File: src/rtl/gol_pkg.sv
// Shared definitions for the Game-of-Life key controller: key bitmap indices,
// edit opcodes and the request sequencer state encoding.
package gol_pkg;

    localparam int unsigned KEY_UP     = 0;
    localparam int unsigned KEY_DOWN   = 1;
    localparam int unsigned KEY_LEFT   = 2;
    localparam int unsigned KEY_RIGHT  = 3;
    localparam int unsigned KEY_TOGGLE = 4;
    localparam int unsigned KEY_RUN    = 5;
    localparam int unsigned KEY_STEP   = 6;
    localparam int unsigned KEY_CLEAR  = 7;
    localparam int unsigned KEY_FASTER = 8;
    localparam int unsigned KEY_SLOWER = 9;

    typedef logic [1:0] edit_op_t;

    localparam edit_op_t OP_TOGGLE = 2'b00;
    localparam edit_op_t OP_CLEAR  = 2'b01;

    typedef enum logic [1:0] {
        S_IDLE,
        S_EDIT,
        S_GEN
    } state_t;

endpackage

File: src/rtl/gol_key_ctrl_if.sv
// Request/acknowledge channel between the key controller (master) and the
// grid engine (slave): one edit handshake and one generation handshake.
interface gol_key_ctrl_if
    import gol_pkg::*;
#(
    parameter int unsigned GRID_W = 32,
    parameter int unsigned GRID_H = 32
);
    logic                      edit_req;
    edit_op_t                  edit_op;
    logic [$clog2(GRID_W)-1:0] edit_x;
    logic [$clog2(GRID_H)-1:0] edit_y;
    logic                      edit_ack;
    logic                      gen_req;
    logic                      gen_done;

    modport master (
        output edit_req, edit_op, edit_x, edit_y, gen_req,
        input  edit_ack, gen_done
    );

    modport slave (
        input  edit_req, edit_op, edit_x, edit_y, gen_req,
        output edit_ack, gen_done
    );
endinterface

File: src/rtl/gol_key_ctrl_key_event.sv
// Registered rising-edge detector for the 16-bit key bitmap. With
// GOL_KEY_AUTOREPEAT_EN defined, held direction keys also emit repeat events.
module key_event
    import gol_pkg::*;
#(
    parameter int unsigned REPEAT_DELAY = 12000000,
    parameter int unsigned REPEAT_RATE  = 3000000
) (
    input  logic        clk,
    input  logic        rst,
    input  logic [15:0] keys,
    output logic [15:0] evt
);
    localparam int unsigned NUM_DIR = KEY_RIGHT + 1;

    logic [15:0]        keys_q;
    logic [NUM_DIR-1:0] rpt;

    if (REPEAT_DELAY == 0 || REPEAT_RATE == 0) begin : g_bad_cfg
        $error("key_event: REPEAT_DELAY and REPEAT_RATE must be nonzero");
    end

    always_ff @(posedge clk or posedge rst) begin
        if (rst) begin
            keys_q <= '0;
            evt    <= '0;
        end else begin
            keys_q <= keys;
            evt    <= (keys & ~keys_q) | {{(16-NUM_DIR){1'b0}}, rpt};
        end
    end

`ifdef GOL_KEY_AUTOREPEAT_EN
    localparam int unsigned RPT_MAX = (REPEAT_DELAY > REPEAT_RATE) ? REPEAT_DELAY : REPEAT_RATE;
    localparam int unsigned RW      = (RPT_MAX > 1) ? $clog2(RPT_MAX) : 1;

    for (genvar i = 0; i < NUM_DIR; i++) begin : g_rpt
        logic [RW-1:0] cnt;
        logic          repeating;
        logic          held;

        // The edge cycle itself is not "held"; the first repeat lands REPEAT_DELAY cycles after the edge event.
        assign held   = keys[i] & keys_q[i];
        assign rpt[i] = held && (repeating ? (cnt == RW'(REPEAT_RATE - 1))
                                           : (cnt == RW'(REPEAT_DELAY - 1)));

        always_ff @(posedge clk or posedge rst) begin
            if (rst) begin
                cnt       <= '0;
                repeating <= 1'b0;
            end else if (!held) begin
                cnt       <= '0;
                repeating <= 1'b0;
            end else if (rpt[i]) begin
                cnt       <= '0;
                repeating <= 1'b1;
            end else begin
                cnt <= cnt + 1'b1;
            end
        end
    end
`else
    assign rpt = '0;
`endif

endmodule

File: src/rtl/gol_key_ctrl.sv
// Game-of-Life key command sequencer: cursor, run/pause, generation timer and
// edit/gen requests to the grid engine. Macro GOL_KEY_AUTOREPEAT_EN enables key auto-repeat.
module gol_key_ctrl
    import gol_pkg::*;
#(
    parameter int unsigned GRID_W       = 32,
    parameter int unsigned GRID_H       = 32,
    parameter int unsigned TICK_BASE    = 1000000,
    parameter int unsigned SPEED_RST    = 4,
    parameter int unsigned REPEAT_DELAY = 12000000,
    parameter int unsigned REPEAT_RATE  = 3000000
) (
    input  logic                      clk,
    input  logic                      rst,
    input  logic [15:0]               keys,
    output logic [$clog2(GRID_W)-1:0] cursor_x,
    output logic [$clog2(GRID_H)-1:0] cursor_y,
    gol_key_ctrl_if.master            eng,
    output logic                      running,
    output logic [2:0]                speed,
    output logic [15:0]               gen_count
);
    localparam int unsigned XW = $clog2(GRID_W);
    localparam int unsigned YW = $clog2(GRID_H);
    localparam int unsigned TW = $clog2(TICK_BASE * 8);

    logic [15:0]   evt;
    logic          unused_evt;
    state_t        state, next_state;
    logic          toggle_pend, clear_pend, gen_pend;
    logic          iss_clear, iss_toggle, iss_gen;
    logic          clr_done, gen_fin;
    logic          speed_up, speed_dn, run_on;
    logic          tick_last, tick_reload, tick_fire;
    logic [TW-1:0] tick_cnt;
    logic [31:0]   period;

    key_event #(
        .REPEAT_DELAY(REPEAT_DELAY),
        .REPEAT_RATE (REPEAT_RATE)
    ) u_key_event (
        .clk (clk),
        .rst (rst),
        .keys(keys),
        .evt (evt)
    );

    assign unused_evt = ^evt[15:10];

    always_ff @(posedge clk or posedge rst) begin
        if (rst) begin
            cursor_x <= '0;
            cursor_y <= '0;
        end else begin
            if (evt[KEY_RIGHT] && !evt[KEY_LEFT])
                cursor_x <= (cursor_x == XW'(GRID_W - 1)) ? '0 : cursor_x + 1'b1;
            else if (evt[KEY_LEFT] && !evt[KEY_RIGHT])
                cursor_x <= (cursor_x == '0) ? XW'(GRID_W - 1) : cursor_x - 1'b1;
            if (evt[KEY_DOWN] && !evt[KEY_UP])
                cursor_y <= (cursor_y == YW'(GRID_H - 1)) ? '0 : cursor_y + 1'b1;
            else if (evt[KEY_UP] && !evt[KEY_DOWN])
                cursor_y <= (cursor_y == '0) ? YW'(GRID_H - 1) : cursor_y - 1'b1;
        end
    end

    assign speed_up    = evt[KEY_FASTER] && !evt[KEY_SLOWER] && (speed != 3'd7);
    assign speed_dn    = evt[KEY_SLOWER] && !evt[KEY_FASTER] && (speed != 3'd0);
    assign run_on      = evt[KEY_RUN] && !running;
    assign period      = TICK_BASE * (32'd8 - 32'(speed));
    assign tick_last   = (32'(tick_cnt) == period - 32'd1);
    assign tick_reload = speed_up || speed_dn || run_on;
    assign tick_fire   = running && !tick_reload && tick_last;

    assign clr_done = (state == S_EDIT) && eng.edit_ack && (eng.edit_op == OP_CLEAR);
    assign gen_fin  = (state == S_GEN) && eng.gen_done;

    always_ff @(posedge clk or posedge rst) begin
        if (rst) begin
            running  <= 1'b0;
            speed    <= 3'(SPEED_RST);
            tick_cnt <= '0;
        end else begin
            if (clr_done)
                running <= 1'b0;
            else if (evt[KEY_RUN])
                running <= !running;
            if (speed_up)
                speed <= speed + 3'd1;
            else if (speed_dn)
                speed <= speed - 3'd1;
            if (tick_reload || tick_fire)
                tick_cnt <= '0;
            else if (running)
                tick_cnt <= tick_cnt + 1'b1;
        end
    end

    // Pending flags are one deep; a tick arriving while a gen is pending or in flight is lost.
    always_ff @(posedge clk or posedge rst) begin
        if (rst) begin
            toggle_pend <= 1'b0;
            clear_pend  <= 1'b0;
            gen_pend    <= 1'b0;
        end else begin
            if (iss_toggle)
                toggle_pend <= 1'b0;
            else if (evt[KEY_TOGGLE])
                toggle_pend <= 1'b1;
            if (iss_clear)
                clear_pend <= 1'b0;
            else if (evt[KEY_CLEAR])
                clear_pend <= 1'b1;
            if (clr_done || iss_gen)
                gen_pend <= 1'b0;
            else if ((evt[KEY_STEP] && !running) || (tick_fire && state != S_GEN))
                gen_pend <= 1'b1;
        end
    end

    always_ff @(posedge clk or posedge rst) begin
        if (rst)
            state <= S_IDLE;
        else
            state <= next_state;
    end

    always_comb begin
        next_state = state;
        iss_clear  = 1'b0;
        iss_toggle = 1'b0;
        iss_gen    = 1'b0;
        case (state)
            S_IDLE: begin
                if (clear_pend) begin
                    iss_clear  = 1'b1;
                    next_state = S_EDIT;
                end else if (toggle_pend) begin
                    iss_toggle = 1'b1;
                    next_state = S_EDIT;
                end else if (gen_pend) begin
                    iss_gen    = 1'b1;
                    next_state = S_GEN;
                end
            end
            S_EDIT:  if (eng.edit_ack) next_state = S_IDLE;
            S_GEN:   if (eng.gen_done) next_state = S_IDLE;
            default: next_state = S_IDLE;
        endcase
    end

    always_comb begin
        eng.edit_req = (state == S_EDIT);
        eng.gen_req  = (state == S_GEN);
    end

    always_ff @(posedge clk or posedge rst) begin
        if (rst) begin
            eng.edit_op <= OP_TOGGLE;
            eng.edit_x  <= '0;
            eng.edit_y  <= '0;
        end else if (iss_clear || iss_toggle) begin
            eng.edit_op <= iss_clear ? OP_CLEAR : OP_TOGGLE;
            eng.edit_x  <= cursor_x;
            eng.edit_y  <= cursor_y;
        end
    end

    always_ff @(posedge clk or posedge rst) begin
        if (rst)
            gen_count <= '0;
        else if (clr_done)
            gen_count <= '0;
        else if (gen_fin)
            gen_count <= gen_count + 16'd1;
    end

endmodule

File: src/flat_wrapper.sv
// flat-port wrapper written by rule: the top's interface ports become plain ports
module gol_key_ctrl_flat import gol_pkg::*;
#(
    parameter int unsigned GRID_W       = 32,
    parameter int unsigned GRID_H       = 32,
    parameter int unsigned TICK_BASE    = 1000000,
    parameter int unsigned SPEED_RST    = 4,
    parameter int unsigned REPEAT_DELAY = 12000000,
    parameter int unsigned REPEAT_RATE  = 3000000
)
  (clk, rst, keys, cursor_x, cursor_y, running, speed, gen_count, eng_edit_req, eng_edit_op, eng_edit_x, eng_edit_y, eng_gen_req, eng_edit_ack, eng_gen_done);
  gol_key_ctrl_if #(.GRID_W(GRID_W), .GRID_H(GRID_H)) eng_i ();
  input  logic clk;
  input  logic rst;
  input  logic [15:0] keys;
  output logic [$clog2(GRID_W)-1:0] cursor_x;
  output logic [$clog2(GRID_H)-1:0] cursor_y;
  output logic running;
  output logic [2:0] speed;
  output logic [15:0] gen_count;
  output wire logic [$bits(eng_i.edit_req)-1:0] eng_edit_req;
  output wire logic [$bits(eng_i.edit_op)-1:0] eng_edit_op;
  output wire logic [$bits(eng_i.edit_x)-1:0] eng_edit_x;
  output wire logic [$bits(eng_i.edit_y)-1:0] eng_edit_y;
  output wire logic [$bits(eng_i.gen_req)-1:0] eng_gen_req;
  input wire logic [$bits(eng_i.edit_ack)-1:0] eng_edit_ack;
  input wire logic [$bits(eng_i.gen_done)-1:0] eng_gen_done;
  assign eng_edit_req = eng_i.edit_req;
  assign eng_edit_op = eng_i.edit_op;
  assign eng_edit_x = eng_i.edit_x;
  assign eng_edit_y = eng_i.edit_y;
  assign eng_gen_req = eng_i.gen_req;
  assign eng_i.edit_ack = eng_edit_ack;
  assign eng_i.gen_done = eng_gen_done;
  gol_key_ctrl #(.GRID_W(GRID_W), .GRID_H(GRID_H), .TICK_BASE(TICK_BASE), .SPEED_RST(SPEED_RST), .REPEAT_DELAY(REPEAT_DELAY), .REPEAT_RATE(REPEAT_RATE)) u_core (.clk(clk), .rst(rst), .keys(keys), .cursor_x(cursor_x), .cursor_y(cursor_y), .eng(eng_i), .running(running), .speed(speed), .gen_count(gen_count));
endmodule
File: config.mk
export PLATFORM = sky130hd
export DESIGN_NAME = gol_key_ctrl_flat
export DESIGN_NICKNAME = d
export VERILOG_FILES = /design/src/rtl/gol_pkg.sv /design/src/rtl/gol_key_ctrl_if.sv /design/src/rtl/gol_key_ctrl_key_event.sv /design/src/rtl/gol_key_ctrl.sv /design/src/flat_wrapper.sv
export SDC_FILE = /design/constraint.sdc
export NUM_CORES = 1
export LEC_CHECK = 0
export ABC_AREA = 0
export CAP_MARGIN = 30
export CORE_ASPECT_RATIO = 0.6
export CORE_MARGIN = 2
export CORE_UTILIZATION = 52
export DETAILED_ROUTE_END_ITERATION = 7
export PLACE_DENSITY = 0.8
export SYNTH_ARGS = -nofsm -noshare
export SYNTH_HDL_FRONTEND = slang
export SYNTH_SLANG_ARGS = --single-unit
File: constraint.sdc
create_clock -name clk -period 5.4 [get_ports clk]
set_clock_uncertainty 0.1 [all_clocks]
set_input_delay 1.35 -clock clk [delete_from_list [all_inputs] [get_ports clk]]
set_output_delay 1.35 -clock clk [all_outputs]
set_load 0.05 [all_outputs]
; Word level (Yosys, flattened, before mapping)
; Index checks and enable logic that the tools add are counted.
[word_totals]
ff_bits = 90
input_bits = 20
output_inout_bits = 44
word_cells = 121
[op_classes]
n_addsub = 10
n_mul = 1
n_eq_ne = 11
n_mux = 38
bitwise_logic = 2
n_reduce_logical = 44
[op_table]
columns = op, n
row1 = two-way mux 23 bit, 2
row2 = two-way mux 5 bit, 8
row3 = equality test 23 x 32 -> 1 bit, 1
row4 = multiplier 14 x 32 -> 26 bit (first input constant), 1
row5 = two-way mux 16 bit, 2
row6 = subtractor 32 x 1 -> 32 bit (second input constant), 1
row7 = adder 23 x 1 -> 23 bit (second input constant), 1
row8 = two-way mux 1 bit, 18
row9 = nonzero test 2 bit, 9
row10 = adder 16 x 1 -> 16 bit (second input constant), 1
row11 = logical AND 1 bit, 16
row12 = adder 5 x 1 -> 5 bit (second input constant), 2
row13 = AND 10 bit, 1
row14 = equality test 5 bit (second input constant), 2
row15 = logical NOT 5 bit, 2
row16 = two-way mux 2 bit, 5
row17 = NOT 10 bit, 1
row18 = subtractor 5 x 1 -> 5 bit (second input constant), 2
row19 = logical NOT 1 bit, 8
row20 = logical OR 1 bit, 6
row21 = two-way mux 3 bit, 2
row22 = one-hot mux 2 bit (3 select lines), 1
row23 = subtractor 4 x 3 -> 5 bit (first input constant), 1
row24 = equality test 2 x 1 -> 1 bit (second input constant), 2
row25 = other kinds (10), 11

; Depth between registers and ports, before layout
; Gate-level depths: netlist (run 1).
[depth]
depth_word = 12
ltp_mapped = 24
mapped_depth_nobuf = 21

; Hierarchy
; From an unflattened synthesis (run 1), not the netlist that was laid out.
[unflattened]
cells_unflattened = 606
hier_area_um2 = 6012.0
[by_module_without_submodules]
columns = mod, n_inst, cells_each, area_per_inst_um2, seq_area_each_um2
row1 = gol_key_ctrl, 1, 557, 4987.3, 1727.9
row2 = key_event, 1, 49, 1024.7, 800.8

; Worst setup path after synthesis (run 1)
; No wires, ideal clock.
[synth_timing]
path_type = flip-flop to flip-flop
startpoint = reg u_core.speed[0]
endpoint = reg u_core.tick_cnt[21]
setup_ns = 0.145
arrival_ns = 5.996
required_ns = 5.155
setup_slack_ns = -0.841
path_stages_with_launch = 24
n_path_buf = 2
synth_period_minus_slack_ns = 6.241
path_cell_list = dfrtp_1 > buf_2 > inv_1 > ha_1 > ha_1 > ha_1 > inv_1 > fa_1 > inv_1 > ha_1 > ha_1 > ha_1 > ha_1 > ha_1 > inv_1 > fa_1 > inv_1 > nor3_1 > nand4_1 > a2111oi_1 > o2111ai_2 > nor4_4 > buf_6 > nor3_2
[synth_via]
elab_chain_cells = 9
elab_cells_between_ends = 16
cone_classes = 2 x add/sub / 1 x mul / 2 x eq/ne / 1 x mux / 10 x reduce/logical
[synth_rtl]
columns = item, line_no
row1 = from (decl), gol_key_ctrl.sv:20  ; output logic [2:0] speed,
row2 = from (signal assigned), gol_key_ctrl.sv:80  ; speed <= 3'(SPEED_RST);
row3 = from (signal assigned), gol_key_ctrl.sv:88  ; speed <= speed + 3'd1;
row4 = from (signal assigned), gol_key_ctrl.sv:90  ; speed <= speed - 3'd1;
row5 = branches (longest 7 deep; another with multiplier 14 x 32 -> 26 bit), -
row6 = logical OR 1 bit *, gol_key_ctrl.sv:91  ; if (tick_reload || tick_fire)
row7 = two-way mux 23 bit or nonzero test 2 bit (tied branches), -
row8 = to (signal assigned), gol_key_ctrl.sv:94  ; tick_cnt <= tick_cnt + 1'b1;
row9 = to (decl), gol_key_ctrl.sv:35  ; logic [TW-1:0] tick_cnt;
; Mark *: on every way between the ends.
; A chain may end at the register's enable or synchronous reset.

; Final worst setup path (run 1)
[layout_timing]
startpoint = reg u_core.speed[0]
endpoint = reg u_core.tick_cnt[5]
; The elaborated chain is that of the path after synthesis.

==> results.md, run 1 <==
* Status: finished, final reports clean
* Area contributors post-synth: dfrtp_1 (38%), ha_1 (10%), xor2_1 (5.0%), xnor2_1 (3.9%), nor3_2 (3.8%)
* Count leader, synth: dfrtp_1
* Fillers at ~800
* Largest net degree at the start of global routing at 53
* Top cell type's share of synthesized area at 0.382
* Worst hold path type: flip-flop to flip-flop
* Hold-fix buffers at CTS at 0
* R2R Setup Slk at 0.18 ns
* Die span in y at 85.6 um
* CTS Buf Count at 9
* Post-route core utilization at 0.670
* Synth area leader: dfrtp_1
* EDFF count, synth at 0
* Endpoints failing setup at 0
* Area grow syn2layout at 24.0%
* Proportion of layout cells with a drive suffix above 1 at 0.195
* R2r worst-path depth at 23
* Grt total ovfl at 0
* Setup TNS at 0 ns
* Worst EP arrival at 5.33 ns
* Clk root buf: clkbuf_16
* Yosys cell types at 74
* Max cap viols at 0
* Yosys warns at 0
* Initial Util at 0.541
* ANT cells at 0
* Rows at 29
* Crit Reg-Reg Endpoint: u_core.tick_cnt[5]
* Vias at 4,605
* Worst-path clk slew at 0.07 ns
* Ys async rst share at 1.00
* Slew Limit Fails at 0
* Die outline area at between 10,000 and 15,000 sq um
* Core Region at 10,700 sq um
* Router iterations before antenna repair at 5
* Total track usage at 0.226
* Final worst-path cycle share at 0.967
* First-pass GRT wire length at 21.9 mm
* Mean Syn Cell Area at just under 10 sq um
* Routability Congestion at 0.962
* Mapped Area at a little under 6000 sq um
* Fin Hold WS at 0.294 ns
* Synthesized flop and latch total at 89
* Final hold violations at 0
* Max transition margin at 0.390
* Kind of critical path: flip-flop to flip-flop
* Die Wd at 140 um
* CP startpoint kind: flip-flop
* Worst-Skew Late Latency at about 0.34 ns
* Fmax achieved at 0.191 GHz
* Final cell count without fillers at 794
* Reg2reg start: u_core.speed[0]
* WP data required at 5.51 ns
* H-tree depth at 3
* Hold Path Sink: u_core.u_key_event.evt[1]
* Final layout net count at 722
* Seq/Total Area, Yosys at 0.386
* Detailed Route Iter0 Violations at 415
* DP HPWL at around 9.4 mm
* Placed cell count at about 780
* WL/cell at roughly 17 um
* DRC violations left at 0
* Hold path startpoint: u_core.u_key_event.keys_q[1]
* Initial antenna violation count at 0
* Port bufs at 56
* Vias per cell at 5.80
* Hold path cells at 1
* Fin crit period at 5.22 ns
* Maximum buffer depth of the clock tree at 2
* Antenna Nets Post-Route at 0
* Clock sink total at 89
* WL final at 13.3 mm
* Worst-path fanout max at 10
* Vias in the first global route at 4,470
* TritonCTS clock tree: yes
* Post-synth top cells: dfrtp_1 (88), nor2_1 (54), ha_1 (47)
* Least-Margin Pin Slew at between 0.9 and 1 ns
* I/O pins at between 60 and 70
* Ys flop type: dfrtp_1
* Cells after Synth at about 590
* CP Capture Type: flip-flop
[through the flow]
step                      area [sq um]  setup WS [ns]
after CTS                         7020        0.00389
after detailed placement          6670        -0.0741
final                             7150          0.176
after global routing              7150        -0.0443
after floorplan                   5960        -0.0326
after global placement            6670          0.133
[cells in the final DEF, fill, tap and decap left out, types with 8 or more instances in the layout]
cell and instances:
a21oi_1 26, and3_1 9, buf_4 14, clkbuf_16 10
clkdlybuf4s50_1 56, dfrtp_1 86, ha_1 32, ha_4 14
inv_1 32, mux2_2 12, nand2_1 31, nand3_1 17
nand4_1 11, nor2_1 54, nor2b_1 15, nor3_1 15
nor3_2 24, o21ai_0 19, or3_1 8, xnor2_1 24
xor2_1 29
[cells by family (layout without fill, tap and decap cells)]
| group | after synthesis | count (layout) | synth area share |
|---|---|---|---|
| other cells | 1 | 2 | 0.000650 |
| buf+inv | 59 | 128 | 0.0471 |
| fa+ha+maj | 52 | 52 | 0.119 |
| flops | 89 | 89 | 0.386 |
| mux | 17 | 17 | 0.0323 |
| xor+xnor | 60 | 60 | 0.0924 |
| compound gates | 90 | 90 | 0.103 |
| simple gates | 217 | 217 | 0.219 |
[worst max-delay path, cell delays in order, from the launching register on]
cell and delay, ns:
dfrtp_2 0.42, inv_4 0.08, ha_4 0.15, ha_4 0.23, xor2_2 0.15, ha_1 0.18
a21o_1 0.20, ha_2 0.22, xor2_2 0.16, and3_4 0.22, nor2_1 0.05, ha_1 0.31
ha_1 0.35, inv_1 0.08, fa_2 0.45, nand2b_4 0.20, o32ai_2 0.27, a31o_2 0.18
a31oi_1 0.09, o211a_1 0.30, nor4_4 0.32, buf_4 0.17, clkbuf_16 0.16, nor3_2 0.05
[registers in the layout, summed over array words and instances (netlist names)]
signal,cells
u_core.cursor_x,5
u_core.u_key_event.evt,10
u_core.speed,3
u_core.gen_pend,1
u_core.cursor_y,5
u_core.eng.edit_y,5
u_core.toggle_pend,1
u_core.eng.edit_x,5
u_core.state,2
u_core.clear_pend,1
u_core.u_key_event.keys_q,10
u_core.gen_count,16
u_core.eng.edit_op,1
u_core.tick_cnt,23
u_core.running,1
[worst max-delay path by stage]
stage                                from            endpoint  cells past startpoint
after detailed placement  u_core.speed[1]  u_core.tick_cnt[9]                     22
final                     u_core.speed[0]  u_core.tick_cnt[5]                     23
after floorplan           u_core.speed[0]  u_core.tick_cnt[0]                     24
after global placement    u_core.speed[1]  u_core.tick_cnt[9]                     22
after global routing      u_core.speed[2]  u_core.tick_cnt[5]                     22
after CTS                 u_core.speed[1]  u_core.tick_cnt[5]                     22
[cell type report]
type,instances,area [sq um],share of cell area
inverters,40,154,0.0215
well taps,139,174,0.0243
repair buffers,72,711,0.0994
multi-input cells,438,3580,0.500
clock buffers,10,229,0.0320
flip-flops and latches,89,2230,0.312
clock inverters,6,73.8,0.0103
[layer usage]
layer,global-route usage,vias to the layer above,share of wire
met4,0.0582,0,0.012
met1,0.321,2287,0.47
li1,-,2177,-
met2,0.349,120,0.46
met5,0,-,0
met3,0.0597,21,0.061
[repair_timing]
action	CTS	global route
pin swaps	3	10
endpoints found under the setup margin	21	21
hold endpoints to repair	0	0
gates cloned	1	0
gates resized for setup	1	24
setup buffers	1	1
Power of run 1 is not shown: default switching activity piles up to over one toggle a cycle in this logic, so the estimate is an artifact.
==> run 2: changes to the inputs <==
SKIP_CTS_REPAIR_TIMING = 1   (was default)
==> results.md, run 2 (synthesized netlist as in run 1, its figures left out) <==
* Die span in y at 85.6 um (unchanged)
* Largest regs: u_core.tick_cnt x23, u_core.gen_count x16 (unchanged)
* CP max stage delay at 0.53 ns (was 0.45 ns)
* TritonCTS clock tree: yes (unchanged)
* Vias per cell at 5.80 (about the same)
* Slew Limit Fails at 0 (unchanged)
* Antenna Nets Post-Route at 0 (unchanged)
* Global Route met2 Usage at 0.345 (was 0.349)
* Endpoints failing setup at 0 (unchanged)
* GRT met3 Usage at 0.0581 (was 0.0597)
* Routability Congestion at 0.962 (unchanged)
* Vias in the first global route at 4,437 (was 4,470)
* Clk root buf: clkbuf_16 (unchanged)
* Worst hold path type: flip-flop to flip-flop (unchanged)
* Worst-path cell chain: inv_1, ha_4, xor2_1, ha_1, a21o_1, ha_1, xor2_2, and3_4, nor2_1, ha_1, ha_1, inv_1, fa_2, nand2b_4, o32ai_2, a31o_2, a31oi_1, o211a_1, nor4_4, buf_4, clkbuf_16, nor3_2 (was inv_4, ha_4, ha_4, xor2_2, ha_1, a21o_1, ha_2, xor2_2, and3_4, nor2_1, ha_1, ha_1, inv_1, fa_2, nand2b_4, o32ai_2, a31o_2, a31oi_1, o211a_1, nor4_4, buf_4, clkbuf_16, nor3_2)
* Largest Register: u_core.tick_cnt (unchanged)
* Port bufs at 56 (unchanged)
* Max cap viols at 0 (unchanged)
* WP buf/inv at 4 (unchanged)
* H-tree depth at 3 (unchanged)
* WL final at 13.3 mm (about the same)
* CTS Buf Count at 9 (unchanged)
* Rows at 29 (unchanged)
* Register area at 2230 sq um (unchanged)
* Most frequent cells in the layout: dfrtp_1 (86), clkdlybuf4s50_1 (56), nor2_1 (54) (unchanged)
* Initial Util at 0.541 (unchanged)
* Crit path max-delay family: adder cells (unchanged)
* Setup TNS at 0 ns (unchanged)
* Crit-path slowest cell: dfstp_2 (was fa_2)
* First-pass GRT wire length at 21.7 mm (was 21.9 mm)
* Worst EP arrival at 5.39 ns (was 5.33 ns)
* Detailed Route Iter0 Violations at 388 (was 415)
* Largest net degree at the start of global routing at 53 (unchanged)
* Final layout net count at 723 (was 722)
* Status: finished, final reports clean (unchanged)
* Fin crit period at 5.28 ns (was 5.22 ns)
* DP HPWL at 9.36 mm (unchanged)
* Vias at 4,608 (was 4,605)
* Total track usage at 0.224 (was 0.226)
* WP data required at 5.52 ns (was 5.51 ns)
* Final hold violations at 0 (unchanged)
* Multi-input gate area at 3550 sq um (was 3580 sq um)
* Die outline area at 12,000 sq um (unchanged)
* CP startpoint kind: flip-flop (unchanged)
* Most common cell after layout, fill and taps aside: dfrtp_1 (unchanged)
* Maximum buffer depth of the clock tree at 2 (unchanged)
* Largest register FFs at 23 (unchanged)
* Worst-path fanout max at 10 (unchanged)
* ANT cells at 0 (unchanged)
* Met1 usage at 0.320 (was 0.321)
* Clock sink total at 89 (unchanged)
* Area grow syn2layout at 23.7% (was 24.0%)
* DRC violations left at 0 (unchanged)
* Core Region at 10,700 sq um (unchanged)
* Fmax achieved at 0.190 GHz (was 0.191 GHz)
* I/O pins at 64 (unchanged)
* Router iterations before antenna repair at 4 (was 5)
* Most Used Layer, Global Route: met2 (unchanged)
* Kind of critical path: flip-flop to flip-flop (unchanged)
* Worst-Skew Late Latency at 0.34 ns (about the same)
* Worst-path clk slew at 0.07 ns (about the same)
* Die Wd at 140 um (unchanged)
* Grt total ovfl at 0 (unchanged)
* Max transition margin at 0.385 (was 0.390)
* Least-Margin Pin Slew at 0.922 ns (was 0.914 ns)
* Critical Path Most Common Cell: ha_1 (unchanged)
* Fillers at 809 (was 801)
* CP Capture Type: flip-flop (unchanged)
* WL/cell at 16.7 um (was 16.8 um)
* Initial antenna violation count at 0 (unchanged)
* Final worst-path cycle share at 0.977 (was 0.967)
* Proportion of layout cells with a drive suffix above 1 at 0.191 (was 0.195)
==> run 2: changes by cell type in the layout (fill, tap and decap cells not counted), sizes merged <==
cell,delta
buf,+1
==> run 2: routing by layer <==
metal  vias to the layer above  routed length (um)
li1                       2170                   -
met1                      2299                6280
met2                       120                6110
met3                        19                 753
met4                         0                 160
met5                         -                   0
==> run 2: stage by stage <==
stage               setup WS [ns]  utilization  area, sq um  std cells  hold slack (ns)
global route               -0.104        0.669         7130        795            0.301
floorplan                 -0.0326            -         5960        586            0.278
finish                      0.123        0.669         7130        795            0.293
global placement            0.133        0.626         6670        775            0.283
detailed placement        -0.0741        0.626         6670        775            0.287
CTS                        -0.114        0.654         6980        791            0.295
==> run 2: worst reg2reg max path, cell delays in order (launching register included) <==
cell and delay [ns]:
dfstp_2 0.53, inv_1 0.07, ha_4 0.28, xor2_1 0.15, ha_1 0.18, a21o_1 0.20
ha_1 0.24, xor2_2 0.20, and3_4 0.22, nor2_1 0.05, ha_1 0.31, ha_1 0.35
inv_1 0.08, fa_2 0.46, nand2b_4 0.19, o32ai_2 0.27, a31o_2 0.18, a31oi_1 0.09
o211a_1 0.30, nor4_4 0.32, buf_4 0.16, clkbuf_16 0.16, nor3_2 0.05
==> run 2: cell type report <==
type / count / area share
Multi-Input combinational cell: 438 / 0.498
Clock inverter: 6 / 0.0104
Sequential cell: 89 / 0.313
Inverter: 40 / 0.0216
Clock buffer: 10 / 0.0321
Timing Repair Buffer: 73 / 0.101
Tap cell: 139 / 0.0244
==> run 2: final timing paths <==
kind / from / to / slack, ns / cells past startpoint
worst min register to register: u_core.u_key_event.keys_q[1] / u_core.u_key_event.evt[1] / 0.29 / 1
max in group asynchronous: rst / u_core.speed[2] / 2.79 / 3
worst max-delay path: u_core.speed[2] / u_core.tick_cnt[1] / 0.12 / 22
min in group asynchronous: rst / u_core.cursor_x[4] / 1.40 / 2
worst max register to register: u_core.speed[2] / u_core.tick_cnt[1] / 0.12 / 22
worst min-delay path: u_core.u_key_event.keys_q[1] / u_core.u_key_event.evt[1] / 0.29 / 1
Power of run 2 is left out for the same reason.
==> run 3: changes to the inputs <==
CELL_PAD_IN_SITES_DETAIL_PLACEMENT = 1   (was default)
CELL_PAD_IN_SITES_GLOBAL_PLACEMENT = 1   (was default)
CORE_UTILIZATION = 40   (was 52)
==> results.md, run 3 (synthesized netlist as in run 1, its figures left out) <==
* Vias per cell at 5.36 (was 5.80)
* Reg2reg start: u_core.speed[2] (unchanged)
* Largest net degree at the start of global routing at 51 (was 53)
* Setup TNS at 0 ns (unchanged)
* WL/cell at 18.0 um (was 16.7 um)
* Detailed Route Iter0 Violations at 170 (was 388)
* WL final at 15.2 mm (was 13.3 mm)
* Worst hold path type: flip-flop to flip-flop (unchanged)
* Worst-path clk slew at 0.07 ns (about the same)
* ANT cells at 0 (unchanged)
* Maximum buffer depth of the clock tree at 2 (unchanged)
* DP Area at 6730 sq um (was 6670 sq um)
* Routability Congestion at 0.875 (was 0.962)
* Worst-Skew Late Latency at 0.35 ns (was 0.34 ns)
* Final layout net count at 720 (was 723)
* Post-route setup slack at 0.151 ns (was 0.123 ns)
* Vias in the first global route at 4,954 (was 4,437)
* CP Capture Type: flip-flop (unchanged)
* First-pass GRT wire length at 25.4 mm (was 21.7 mm)
* Largest Register: u_core.tick_cnt (unchanged)
* Initial antenna violation count at 0 (unchanged)
* Rows at 33 (was 29)
* CTS Buf Count at 9 (unchanged)
* Fillers at 1,540 (was 809)
* Worst EP arrival at 5.38 ns (was 5.39 ns)
* Post-route core utilization at 0.518 (was 0.669)
* Status: finished, final reports clean (unchanged)
* Post-route cell area at 7190 sq um (was 7130 sq um)
* Most frequent cells in the layout: dfrtp_1 (86), clkdlybuf4s50_1 (56), nor2_1 (54) (unchanged)
* CP startpoint kind: flip-flop (unchanged)
* Die span in y at 97.0 um (was 85.6 um)
* Die Wd at 159 um (was 140 um)
* DRC violations left at 0 (unchanged)
* Largest regs: u_core.tick_cnt x23, u_core.gen_count x16 (unchanged)
* Grt total ovfl at 0 (unchanged)
* Clock sink total at 89 (unchanged)
* R2r worst-path depth at 23 (was 22)
* Max cap viols at 0 (unchanged)
* Hold path cells at 1 (unchanged)
* Dpl ws at -0.0838 ns (was -0.0741 ns)
* Least-Margin Pin Slew at 0.738 ns (was 0.922 ns)
* Antenna Nets Post-Route at 0 (unchanged)
* Multi-input gate area at 3570 sq um (was 3550 sq um)
* Area grow syn2layout at 24.7% (was 23.7%)
* Proportion of layout cells with a drive suffix above 1 at 0.188 (was 0.191)
* Clk root buf: clkbuf_16 (unchanged)
* Kind of critical path: flip-flop to flip-flop (unchanged)
* Crit Reg-Reg Endpoint: u_core.tick_cnt[9] (was u_core.tick_cnt[1])
* H-tree depth at 3 (unchanged)
* R2R Setup Slk at 0.15 ns (was 0.12 ns)
* DP HPWL at 10.9 mm (was 9.36 mm)
* Initial Util at 0.416 (was 0.541)
* Router iterations before antenna repair at 4 (unchanged)
* Hold Path Sink: u_core.u_key_event.evt[7] (was u_core.u_key_event.evt[1])
* Fmax achieved at 0.191 GHz (was 0.190 GHz)
* I/O pins at 64 (unchanged)
* Register area at 2230 sq um (unchanged)
* Fin crit period at 5.25 ns (was 5.28 ns)
* Slew Limit Fails at 0 (unchanged)
* Vias at 4,529 (was 4,608)
* Worst-path fanout max at 11 (was 10)
* Die outline area at 15,400 sq um (was 12,000 sq um)
* Endpoints failing setup at 0 (unchanged)
* Final worst-path cycle share at 0.972 (was 0.977)
* Max transition margin at 0.508 (was 0.385)
* Most common cell after layout, fill and taps aside: dfrtp_1 (unchanged)
* WP data required at 5.53 ns (was 5.52 ns)
* Final hold violations at 0 (unchanged)
* TritonCTS clock tree: yes (unchanged)
* Total track usage at 0.202 (was 0.224)
* Hold path startpoint: u_core.u_key_event.keys_q[7] (was u_core.u_key_event.keys_q[1])
* Largest register FFs at 23 (unchanged)
* Port bufs at 56 (unchanged)
* Core Region at 13,900 sq um (was 10,700 sq um)
## run 3: metrics by stage
step | hold slack, ns | cells
after floorplan | 0.278 | 586
after global placement | 0.283 | 827
after detailed placement | 0.288 | 827
after CTS | 0.297 | 843
after global routing | 0.305 | 845
final | 0.292 | 845
## run 3: cell type report
type / instances / area share
Timing Repair Buffer: 70 / 0.0967
Multi-Input combinational cell: 438 / 0.496
Clock inverter: 6 / 0.0103
Sequential cell: 89 / 0.310
Clock buffer: 10 / 0.0318
Inverter: 40 / 0.0214
Tap cell: 192 / 0.0334
## run 3: how the worst max path moves through the flow
stage | end | startpoint
6_report | u_core.tick_cnt[9] | u_core.speed[2]
5_1_grt | u_core.tick_cnt[9] | u_core.speed[2]
4_1_cts | u_core.tick_cnt[9] | u_core.speed[1]
3_5_place_dp | u_core.tick_cnt[3] | u_core.speed[1]
3_3_place_gp | u_core.tick_cnt[9] | u_core.speed[1]
2_1_floorplan | u_core.tick_cnt[0] | u_core.speed[0]
## run 3: worst max-delay path: stages (launching register included)
cell       delay (ns)
dfstp_2          0.53
inv_1            0.07
ha_4             0.27
xor2_1           0.15
ha_1             0.19
a21o_1           0.19
ha_1             0.22
xor2_2           0.17
and3_4           0.22
nor2_1           0.05
ha_1             0.34
ha_4             0.30
inv_1            0.07
fa_2             0.60
buf_4            0.14
nor4b_1          0.28
a21oi_1          0.13
mux2i_1          0.17
a211oi_2         0.05
o2111ai_1        0.26
nor4_4           0.05
buf_4            0.17
buf_12           0.15
nor3b_1          0.28
## run 3: routing by layer
layer  GRT usage  wire [um]  share of wire  vias to the layer above
met5           0          0              0                        -
met4      0.0469        157          0.010                        0
met3      0.0446        706          0.046                       16
met2       0.325       6990           0.46                       91
met1       0.280       7380           0.48                     2265
li1            -          -              -                     2157
Power of run 3 is left out for the same reason.
